[src/rtl/mem_port_arbiter_if.sv]
// Bundles the fetch, load/store and DRAM-side signals of the shared memory port.
// slave is the arbiter's view; master is the view of the core and memory around it.
interface mem_port_arbiter_if;
  logic        instr_req;
  logic [31:0] instr_addr;
  logic        instr_gnt;
  logic        instr_rvalid;
  logic [31:0] instr_rdata;
  logic        data_req;
  logic [31:0] data_addr;
  logic        data_we;
  logic [3:0]  data_be;
  logic [31:0] data_wdata;
  logic        data_gnt;
  logic        data_rvalid;
  logic [31:0] data_rdata;
  logic        mem_req;
  logic [31:0] mem_addr;
  logic        mem_we;
  logic [3:0]  mem_be;
  logic [31:0] mem_wdata;
  logic        mem_gnt;
  logic        mem_rvalid;
  logic [31:0] mem_rdata;
  logic        err_timeout;

  modport slave (
    input  instr_req, instr_addr, data_req, data_addr, data_we, data_be, data_wdata,
           mem_gnt, mem_rvalid, mem_rdata,
    output instr_gnt, instr_rvalid, instr_rdata, data_gnt, data_rvalid, data_rdata,
           mem_req, mem_addr, mem_we, mem_be, mem_wdata, err_timeout
  );

  modport master (
    output instr_req, instr_addr, data_req, data_addr, data_we, data_be, data_wdata,
           mem_gnt, mem_rvalid, mem_rdata,
    input  instr_gnt, instr_rvalid, instr_rdata, data_gnt, data_rvalid, data_rdata,
           mem_req, mem_addr, mem_we, mem_be, mem_wdata, err_timeout
  );
endinterface

[src/rtl/mem_port_arbiter.sv]
// Shares one DRAM port between instruction fetch and load/store; data has priority
// bounded by a streak limit, one outstanding transaction, response timeout with sticky error.
module mem_port_arbiter #(
  parameter int          MAX_DATA_STREAK = 4,
  parameter int          TIMEOUT_CYCLES  = 64,
  parameter logic [31:0] ERR_RDATA       = 32'hDEAD_BEEF
) (
  input logic           clock,
  input logic           reset,
  mem_port_arbiter_if.slave bus
);

  typedef enum logic [1:0] {IDLE, REQ, WAIT_RSP} state_t;

  localparam int SW = $clog2(MAX_DATA_STREAK + 1);
  localparam int TW = $clog2(TIMEOUT_CYCLES + 1);
  // Abort lands TIMEOUT_CYCLES cycles after the grant cycle.
  localparam int ABORT_AT = (TIMEOUT_CYCLES >= 2) ? TIMEOUT_CYCLES - 2 : 0;
  localparam logic [SW-1:0] STREAK_MAX = SW'(MAX_DATA_STREAK);
  localparam logic [TW-1:0] ABORT_CNT  = TW'(ABORT_AT);

  state_t        state, nxt;
  logic          owner_data;
  logic [SW-1:0] streak;
  logic [TW-1:0] tcnt;
  logic [31:0]   addr_q, wdata_q, rd_i, rd_d;
  logic [3:0]    be_q;
  logic          we_q, rv_i, rv_d, err_q;

  logic data_wins, launch, gnt_hit, rsp, tmo;

  assign data_wins = bus.data_req && (!bus.instr_req || (streak < STREAK_MAX));
  assign launch    = (state == IDLE) && (bus.data_req || bus.instr_req);
  assign gnt_hit   = (state == REQ) && bus.mem_gnt;
  assign rsp       = (state == WAIT_RSP) && bus.mem_rvalid;
  assign tmo       = (state == WAIT_RSP) && !bus.mem_rvalid && (tcnt == ABORT_CNT);

  always_ff @(posedge clock or negedge reset) begin
    if (!reset) state <= IDLE;
    else        state <= nxt;
  end

  always_comb begin
    nxt = state;
    case (state)
      IDLE:     if (launch) nxt = REQ;
      REQ:      if (bus.mem_gnt) nxt = WAIT_RSP;
      WAIT_RSP: if (rsp || tmo) nxt = IDLE;
      default:  nxt = IDLE;
    endcase
  end

  always_ff @(posedge clock or negedge reset) begin
    if (!reset) begin
      owner_data <= 1'b0;
      streak     <= '0;
      tcnt       <= '0;
      addr_q     <= '0;
      we_q       <= 1'b0;
      be_q       <= '0;
      wdata_q    <= '0;
      rv_i       <= 1'b0;
      rv_d       <= 1'b0;
      rd_i       <= '0;
      rd_d       <= '0;
      err_q      <= 1'b0;
    end else begin
      rv_i <= 1'b0;
      rv_d <= 1'b0;
      if (launch) begin
        owner_data <= data_wins;
        if (data_wins) begin
          addr_q  <= bus.data_addr;
          we_q    <= bus.data_we;
          be_q    <= bus.data_be;
          wdata_q <= bus.data_wdata;
          if (!bus.instr_req)           streak <= '0;
          else if (streak != STREAK_MAX) streak <= streak + 1'b1;
        end else begin
          addr_q  <= bus.instr_addr;
          we_q    <= 1'b0;
          be_q    <= 4'hF;
          wdata_q <= '0;
          streak  <= '0;
        end
      end
      if (gnt_hit)
        tcnt <= '0;
      else if ((state == WAIT_RSP) && !bus.mem_rvalid && !tmo)
        tcnt <= tcnt + 1'b1;
      if (rsp || tmo) begin
        if (owner_data) begin
          rv_d <= 1'b1;
          rd_d <= rsp ? bus.mem_rdata : ERR_RDATA;
        end else begin
          rv_i <= 1'b1;
          rd_i <= rsp ? bus.mem_rdata : ERR_RDATA;
        end
      end
      if (tmo) err_q <= 1'b1;
    end
  end

  always_comb begin
    bus.mem_req      = (state == REQ);
    bus.mem_addr     = addr_q;
    bus.mem_we       = we_q;
    bus.mem_be       = be_q;
    bus.mem_wdata    = wdata_q;
    bus.instr_gnt    = gnt_hit && !owner_data;
    bus.data_gnt     = gnt_hit && owner_data;
    bus.instr_rvalid = rv_i;
    bus.data_rvalid  = rv_d;
    bus.instr_rdata  = rd_i;
    bus.data_rdata   = rd_d;
    bus.err_timeout  = err_q;
  end

endmodule

[src/flat_wrapper.sv]
// flat-port wrapper written by rule: the top's interface ports become plain ports
module mem_port_arbiter_flat 
#(
  parameter int          MAX_DATA_STREAK = 4,
  parameter int          TIMEOUT_CYCLES  = 64,
  parameter logic [31:0] ERR_RDATA       = 32'hDEAD_BEEF
)
  (clock, reset, bus_instr_req, bus_instr_addr, bus_data_req, bus_data_addr, bus_data_we, bus_data_be, bus_data_wdata, bus_mem_gnt, bus_mem_rvalid, bus_mem_rdata, bus_instr_gnt, bus_instr_rvalid, bus_instr_rdata, bus_data_gnt, bus_data_rvalid, bus_data_rdata, bus_mem_req, bus_mem_addr, bus_mem_we, bus_mem_be, bus_mem_wdata, bus_err_timeout);
  mem_port_arbiter_if bus_i ();
  input logic clock;
  input logic reset;
  input wire logic [$bits(bus_i.instr_req)-1:0] bus_instr_req;
  input wire logic [$bits(bus_i.instr_addr)-1:0] bus_instr_addr;
  input wire logic [$bits(bus_i.data_req)-1:0] bus_data_req;
  input wire logic [$bits(bus_i.data_addr)-1:0] bus_data_addr;
  input wire logic [$bits(bus_i.data_we)-1:0] bus_data_we;
  input wire logic [$bits(bus_i.data_be)-1:0] bus_data_be;
  input wire logic [$bits(bus_i.data_wdata)-1:0] bus_data_wdata;
  input wire logic [$bits(bus_i.mem_gnt)-1:0] bus_mem_gnt;
  input wire logic [$bits(bus_i.mem_rvalid)-1:0] bus_mem_rvalid;
  input wire logic [$bits(bus_i.mem_rdata)-1:0] bus_mem_rdata;
  output wire logic [$bits(bus_i.instr_gnt)-1:0] bus_instr_gnt;
  output wire logic [$bits(bus_i.instr_rvalid)-1:0] bus_instr_rvalid;
  output wire logic [$bits(bus_i.instr_rdata)-1:0] bus_instr_rdata;
  output wire logic [$bits(bus_i.data_gnt)-1:0] bus_data_gnt;
  output wire logic [$bits(bus_i.data_rvalid)-1:0] bus_data_rvalid;
  output wire logic [$bits(bus_i.data_rdata)-1:0] bus_data_rdata;
  output wire logic [$bits(bus_i.mem_req)-1:0] bus_mem_req;
  output wire logic [$bits(bus_i.mem_addr)-1:0] bus_mem_addr;
  output wire logic [$bits(bus_i.mem_we)-1:0] bus_mem_we;
  output wire logic [$bits(bus_i.mem_be)-1:0] bus_mem_be;
  output wire logic [$bits(bus_i.mem_wdata)-1:0] bus_mem_wdata;
  output wire logic [$bits(bus_i.err_timeout)-1:0] bus_err_timeout;
  assign bus_i.instr_req = bus_instr_req;
  assign bus_i.instr_addr = bus_instr_addr;
  assign bus_i.data_req = bus_data_req;
  assign bus_i.data_addr = bus_data_addr;
  assign bus_i.data_we = bus_data_we;
  assign bus_i.data_be = bus_data_be;
  assign bus_i.data_wdata = bus_data_wdata;
  assign bus_i.mem_gnt = bus_mem_gnt;
  assign bus_i.mem_rvalid = bus_mem_rvalid;
  assign bus_i.mem_rdata = bus_mem_rdata;
  assign bus_instr_gnt = bus_i.instr_gnt;
  assign bus_instr_rvalid = bus_i.instr_rvalid;
  assign bus_instr_rdata = bus_i.instr_rdata;
  assign bus_data_gnt = bus_i.data_gnt;
  assign bus_data_rvalid = bus_i.data_rvalid;
  assign bus_data_rdata = bus_i.data_rdata;
  assign bus_mem_req = bus_i.mem_req;
  assign bus_mem_addr = bus_i.mem_addr;
  assign bus_mem_we = bus_i.mem_we;
  assign bus_mem_be = bus_i.mem_be;
  assign bus_mem_wdata = bus_i.mem_wdata;
  assign bus_err_timeout = bus_i.err_timeout;
  mem_port_arbiter #(.MAX_DATA_STREAK(MAX_DATA_STREAK), .TIMEOUT_CYCLES(TIMEOUT_CYCLES), .ERR_RDATA(ERR_RDATA)) u_core (.clock(clock), .reset(reset), .bus(bus_i));
endmodule
[config.mk]
export PLATFORM = sky130hd
export DESIGN_NAME = mem_port_arbiter_flat
export DESIGN_NICKNAME = d
export VERILOG_FILES = /design/src/rtl/mem_port_arbiter_if.sv /design/src/rtl/mem_port_arbiter.sv /design/src/flat_wrapper.sv
export SDC_FILE = /design/constraint.sdc
export NUM_CORES = 1
export LEC_CHECK = 0
export CORE_MARGIN = 2
export CORE_UTILIZATION = 41
export DETAILED_ROUTE_END_ITERATION = 6
export PLACE_DENSITY = 0.79
export SYNTH_ARGS = -nofsm -noshare
export SYNTH_HDL_FRONTEND = slang
export SYNTH_SLANG_ARGS = --single-unit
[constraint.sdc]
create_clock -name clock -period 1.95 [get_ports clock]
set_input_delay 0.585 -clock clock [delete_from_list [all_inputs] [get_ports clock]]
set_output_delay 0.585 -clock clock [all_outputs]
set_load 0.01 [all_outputs]
==> results.py, run 1 <==
metrics = {
    "final_layout": {
        "final_common_cell": "clkdlybuf4s50_1",
        "fin_util_pct": 68.7,
        "n_fill_cell": 990,
        "drive_above_1_share_pct": 11.1,
        "layout_common_cells": "clkdlybuf4s50_1, dfrtp_1, dlymetal6s2s_1",
        "area_growth_pct": 66.0,
        "final_cells": 949,
        "antenna_cells": 0,
        "layout.nets": 896,
    },
    "power_and_ir_drop": {
        "p_leak_nw": 4.91,
        "power_density_mw_per_mm2": 1530,
        "vdd_drop_max_mv": 0.724,
    },
    "route": {
        "final_antenna_net_count": 0,
        "drc_errors": 0,
        "avgRoutedWirePerCell_um": 17.6,
        "num_vias": 5003,
        "drt-pass1-iter-count": 4,
        "viasPerCell": 5.27,
        "drtIter0Drc": 245,
        "routed_wl_um": 16700,
    },
    "floorplanning": {
        "die_y_um": 124,
        "die_x_um": 124,
        "io_pins": 278,
        "dieArea_mm2": 0.0155,
        "core-area_mm2": 0.0144,
        "placementRows": 44,
        "initial_core_util_pct": 41.4,
    },
    "yosys": {
        "async_flop_share_pct": 100,
        "synth_area_per_cell_um2": 13.1,
        "synth_cells": 454,
        "synth.distinct_cells": 42,
        "synth_largest_area_cell": "dfrtp_1",
        "synth_seq_cells": 149,
        "synth.area.top_cells": "dfrtp_1, o22a_1, a22o_1, mux2i_1, nand2_1",
        "ys_seq_area_share_pct": 62.7,
        "syn_nets": 597,
        "synth_flop_cell": "dfrtp_1",
        "synth_edf_count": 0,
        "syn_area_mm2": 0.00594,
        "synth_top_area_share_pct": 62.7,
        "ys_warn_count": 0,
    },
    "clock_network": {
        "cts_tree": "yes",
        "htree_levels": 4,
        "clk_pin_slew_ns": 0.06,
        "cts_root_buf": "clkbuf_16",
        "clk_latency_ns": 0.42,
        "cts_sinks": 149,
        "numCtsBuffers": 17,
        "clk_path_buf_depth": 2,
    },
    "timing": {
        "skew_ns": 0.00732,
        "setup_viol": 0,
        "finalCriticalPeriod_ns": 1.92,
        "max_freq_mhz": 521,
        "finalHoldViolations": 0,
        "final_max_slew_viol_count": 0,
        "period_share_pct": 98.4,
        "rsz0062_at_grt": "true",
        "tns_ns": 0,
        "max_slew.worst_pin.slew_ns": 0.435,
        "slew_headroom_pct": 71.0,
    },
    "critical_path": {
        "crit_path_cell_trace": "nand2b_4, inv_4, and3_4, buf_6",
        "critPathMaxStageDelay_ns": 0.41,
        "crit_type": "reg2out",
        "path_max_fanout": 4,
        "crit_arrival_ns": 1.33,
        "end_kind": "primary output",
        "critPathRequiredTime_ns": 1.36,
        "critPathBufInv": 2,
        "crit_family": "flip-flops",
        "start_kind": "flop",
        "cp_slowest_cell": "dfrtp_1",
    },
    "min_path": {
        "hp-class": "in2async",
    },
    "placement": {
        "routabilityCongestion": 0.822,
        "hpwl_um": 12300,
        "numPortBuffers": 277,
        "dp_cells": 916,
    },
    "status": {
        "status": "finished clean",
    },
    "global_route": {
        "grt_antenna_before_repair": 0,
        "grt_pass1_wl_um": 27400,
        "gr-total-overflow": 0,
        "grt_start_max_net_pins": 54,
        "grt_pass1_vias": 5292,
        "track_usage_pct": 22.1,
    },
    "flow_run": {
        "max_cap_viol_count": 0,
    },
}
==> stage by stage <==
step                worst slack, ns  hold WS (ns)  area [um2]  power (mW)
CTS                        -0.00132        0.0997        9720        15.4
finish                       0.0314        0.0978        9870        15.1
global placement             -0.588         0.455        9090        11.6
global route                -0.0188         0.109        9870        16.0
detailed placement           -0.616         0.458        9090        11.8
floorplan                     0.322         0.289        5940        8.01
==> power breakdown <==
part | internal, mW | total, mW | switching, mW
logic | 3.70 | 6.33 | 2.63
clock network | 2.18 | 3.45 | 1.27
registers | 4.48 | 5.32 | 0.840
total | 10.4 | 15.1 | 4.74
==> layer usage <==
layer	GRT usage, %	up-vias	routed length, um
li1	-	2280	-
met1	26.1	2429	6620
met2	36.2	258	8250
met3	8.51	36	1440
met4	9.12	0	422
met5	0	-	0
==> timing repair <==
item / CTS / global route
gates resized for setup: 20 / 57
setup buffers: 1 / 1
hold buffers: 0 / 0
pin swaps: 1 / 1
setup endpoints to repair: 7 / 60
==> flip-flops by register name, indices dropped and copies added (netlist names) <==
register and flops:
u_core.bus.data_rvalid 1, u_core.bus.mem_wdata 32, u_core.bus.data_rdata 32, u_core.tcnt 7, u_core.state 2, u_core.bus.instr_rdata 32, u_core.bus.mem_we 1, u_core.bus.err_timeout 1
u_core.streak 3, u_core.bus.mem_be 4, u_core.bus.mem_addr 32, u_core.owner_data 1, u_core.bus.instr_rvalid 1
==> path summary, 6_finish.rpt <==
kind	slack [ns]	cells past startpoint	start	endpoint
min reg2reg	0.47	1	u_core.bus.err_timeout	u_core.bus.err_timeout
max in group asynchronous	1.25	2	reset	u_core.bus.instr_rdata[9]
max reg2reg	0.25	7	u_core.tcnt[0]	u_core.bus.instr_rdata[9]
min in group clock	0.47	1	u_core.bus.err_timeout	u_core.bus.err_timeout
max	0.03	4	u_core.state[1]	bus_data_gnt
min	0.1	1	reset	u_core.bus.instr_rdata[19]
==> layout make-up <==
| class | instances | area, um2 | area share [%] |
|---|---|---|---|
| Sequential cell | 149 | 3730 | 37.8 |
| Timing Repair Buffer | 307 | 3240 | 32.9 |
| Multi-Input combinational cell | 271 | 2010 | 20.3 |
| Clock buffer | 20 | 447 | 4.53 |
| Tap cell | 184 | 230 | 2.33 |
| Clock inverter | 11 | 174 | 1.76 |
| Inverter | 7 | 38.8 | 0.393 |
==> logic make-up (layout without fill, tap and decap cells) <==
logic type / after synthesis / after routing / share of synthesized area (%)
AO/OA/AOI/OAI: 149 / 149 / 19.7
flip-flops: 149 / 149 / 62.7
AND/OR/NAND/NOR: 83 / 83 / 6.95
multiplexers: 35 / 35 / 5.89
buffers and inverters: 34 / 345 / 3.94
adder cells (fa/ha/maj): 4 / 4 / 0.842
==> synth_stat cells (2+ instances only) <==
library cell	n
clkbuf_1	2
a22o_1	49
nand2_4	2
inv_1	5
buf_12	2
ha_1	4
buf_4	4
a31oi_1	3
nand2b_1	2
nor2_1	6
o21ai_0	28
nand2_1	52
a2bb2oi_2	2
o22a_1	50
buf_2	15
mux2i_1	35
dfrtp_1	149
nand3_1	5
o21ai_1	11
and2_1	3
buf_6	4
==> worst reg2reg max path, stage by stage, from the launching register on <==
cell and delay, ns:
dfrtp_1 0.41, inv_1 0.07, ha_1 0.23, and2b_4 0.20, a21o_4 0.22, nand2_4 0.09, inv_4 0.12, o22a_1 0.25
No activity file was read; power rests on OpenSTA's default activity.
==> inputs of run 2 (changes only) <==
--- a/config.mk
+++ b/config.mk
@@ -7,6 +7,7 @@
 export LEC_CHECK = 0
 export CORE_MARGIN = 2
 export CORE_UTILIZATION = 41
+export CTS_CLUSTER_SIZE = 25
 export DETAILED_ROUTE_END_ITERATION = 6
 export PLACE_DENSITY = 0.79
 export SYNTH_ARGS = -nofsm -noshare
==> results of run 2 <==
Final layout, timing and power as in run 1 (identical DEF).
==> inputs of run 3 (changes only) <==
--- a/config.mk
+++ b/config.mk
@@ -9,7 +9,7 @@
 export CORE_UTILIZATION = 41
 export CTS_CLUSTER_SIZE = 25
 export DETAILED_ROUTE_END_ITERATION = 6
-export PLACE_DENSITY = 0.79
+export PLACE_DENSITY = 0.8
 export SYNTH_ARGS = -nofsm -noshare
 export SYNTH_HDL_FRONTEND = slang
 export SYNTH_SLANG_ARGS = --single-unit
==> constraint.sdc (replaced) <==
create_clock -name clock -period 1.95 [get_ports clock]
set_input_delay 0.39 -clock clock [delete_from_list [all_inputs] [get_ports clock]]
set_output_delay 0.39 -clock clock [all_outputs]
set_load 0.01 [all_outputs]
==> results.py, run 3 (synthesis results as in run 1) <==
metrics = {
    "clock_network": {
        "cts_sinks": 149,
        "numCtsBuffers": 17,
        "htree_levels": 4,
        "cts_root_buf": "clkbuf_16",
        "clk_path_buf_depth": 2,
        "cts_tree": "yes",
        "clk_pin_slew_ns": 0.06,
        "clk_latency_ns": 0.41,
    },
    "placement": {
        "routabilityCongestion": 0.820,
        "placedInstanceArea_mm2": 0.00898,
        "hpwl_um": 12400,
        "numPortBuffers": 277,
    },
    "final_layout": {
        "antenna_cells": 0,
        "layout.nets": 889,
        "final_common_cell": "clkdlybuf4s50_1",
        "drive_above_1_share_pct": 9.51,
        "final_cell_area_mm2": 0.00961,
        "layout_common_cells": "clkdlybuf4s50_1, dfrtp_1, nand2_1",
        "area_growth_pct": 61.6,
    },
    "timing": {
        "finalCriticalPeriod_ns": 1.89,
        "setup_viol": 0,
        "slew_headroom_pct": 65.9,
        "final_max_slew_viol_count": 0,
        "skew_ns": 0.00594,
        "timing.hold.ws_ns": 0.487,
        "period_share_pct": 97.0,
        "finalHoldViolations": 0,
        "max_slew.worst_pin.slew_ns": 0.511,
        "max_freq_mhz": 529,
        "rsz0062_at_grt": "false",
    },
    "global_route": {
        "gr-total-overflow": 0,
        "track_usage_pct": 21.8,
        "grt_pass1_vias": 5173,
        "grt_antenna_before_repair": 0,
        "grt_start_max_net_pins": 71,
        "grt_pass1_wl_um": 26800,
    },
    "route": {
        "final_antenna_net_count": 0,
        "viasPerCell": 5.22,
        "avgRoutedWirePerCell_um": 17.7,
        "num_vias": 4909,
        "drt-pass1-iter-count": 4,
        "routed_wl_um": 16700,
        "drtIter0Drc": 205,
        "drc_errors": 0,
    },
    "power_and_ir_drop": {
        "p_leak_nw": 4.18,
        "power_density_mw_per_mm2": 1570,
        "vdd_drop_max_mv": 0.810,
    },
    "floorplanning": {
        "die_y_um": 124,
        "dieArea_mm2": 0.0155,
        "io_pins": 278,
        "placementRows": 44,
        "die_x_um": 124,
        "initial_core_util_pct": 41.4,
        "core-area_mm2": 0.0144,
    },
    "min_path": {
        "hp-class": "reg2reg",
    },
    "flow_run": {
        "max_cap_viol_count": 0,
    },
    "critical_path": {
        "crit_arrival_ns": 1.50,
        "crit_family": "buffers and inverters",
        "critPathRequiredTime_ns": 1.56,
        "cp_slowest_cell": "clkdlybuf4s50_1",
        "critPathBufInv": 2,
        "path_max_fanout": 4,
        "crit_type": "in2out",
        "crit_path_cell_trace": "clkdlybuf4s50_1, nand3b_1, nor2_1, dlygate4sd2_1",
        "start_kind": "input port",
        "end_kind": "primary output",
        "critPathMaxStageDelay_ns": 0.52,
    },
    "status": {
        "status": "finished clean",
    },
}
[run 3: cell types whose count changed in the layout (fill, tap and decap cells not counted), moves of 2 or more]
cell	before	now
clkinvlp_4	0	2
clkbuf_8	1	4
inv_6	2	0
dlygate4sd2_1	6	2
dlymetal6s2s_1	57	0
clkinv_4	3	1
buf_4	21	17
clkdlybuf4s50_1	211	273
buf_12	9	5
[run 3: worst paths after layout]
kind | startpoint | to | slack [ns] | depth (start not counted)
worst min register to register | u_core.bus.mem_addr[17] | u_core.bus.mem_addr[17] | 0.49 | 2
worst max-delay path | bus_mem_gnt | bus_instr_gnt | 0.06 | 4
min in group asynchronous | reset | u_core.bus.data_rdata[25] | 0.50 | 2
max in group asynchronous | reset | u_core.bus.instr_rdata[17] | 0.77 | 3
worst max register to register | u_core.tcnt[0] | u_core.bus.instr_rdata[9] | 0.19 | 7
worst min-delay path | u_core.bus.mem_addr[17] | u_core.bus.mem_addr[17] | 0.49 | 2
[run 3: area by class of cell]
| class | instances | area [um2] |
|---|---|---|
| multi-input combinational | 271 | 1990 |
| sequential | 149 | 3730 |
| clock inverter | 8 | 124 |
| timing repair buffer | 300 | 3010 |
| fill | 1035 | 4760 |
| clock buffer | 22 | 484 |
| inverter | 7 | 36.3 |
| tap | 184 | 230 |
[run 3: per-layer routing]
layer  GRT usage, %  vias to the layer above  part of all wire [%]
met1           25.5                     2385                    40
met5              0                        -                     0
met2           37.0                      247                    50
met3           7.39                       24                   8.1
li1               -                     2253                     -
met4           8.53                        0                   2.2
[run 3: metrics by stage]
stage / worst slack (ns) / util, % / TNS, ns / std cells / power (mW)
floorplan: 0.322 / - / 0 / 454 / 8.01
global placement: -0.182 / 62.5 / -0.255 / 908 / 11.6
detailed placement: -0.196 / 62.5 / -0.267 / 908 / 11.8
CTS: 0.0292 / 66.9 / 0 / 941 / 15.2
global route: 0.0134 / 66.9 / 0 / 941 / 15.9
finish: 0.0592 / 66.9 / 0 / 941 / 15.1
[run 3: power breakdown]
part | total, mW | switching (mW) | internal [mW]
Combinational | 6.40 | 2.60 | 3.80
Sequential | 5.34 | 0.856 | 4.48
Clock | 3.35 | 1.22 | 2.13
Total | 15.1 | 4.67 | 10.4
[run 3: timing repair]
| action | in CTS | in global routing |
|---|---|---|
| hold buffers | 1 | 0 |
| resized for setup | 4 | 1 |
| endpoints found under the setup margin | 3 | 1 |
| buffers inserted | 2 | 0 |
| endpoints found under the hold margin | 50 | 0 |
| cloned | 0 | 0 |
[run 3: tightest hold or removal path, cell delays in order (launching register included)]
cell	delay, ns
dfrtp_1	0.34
nand2_1	0.05
o21ai_0	0.06
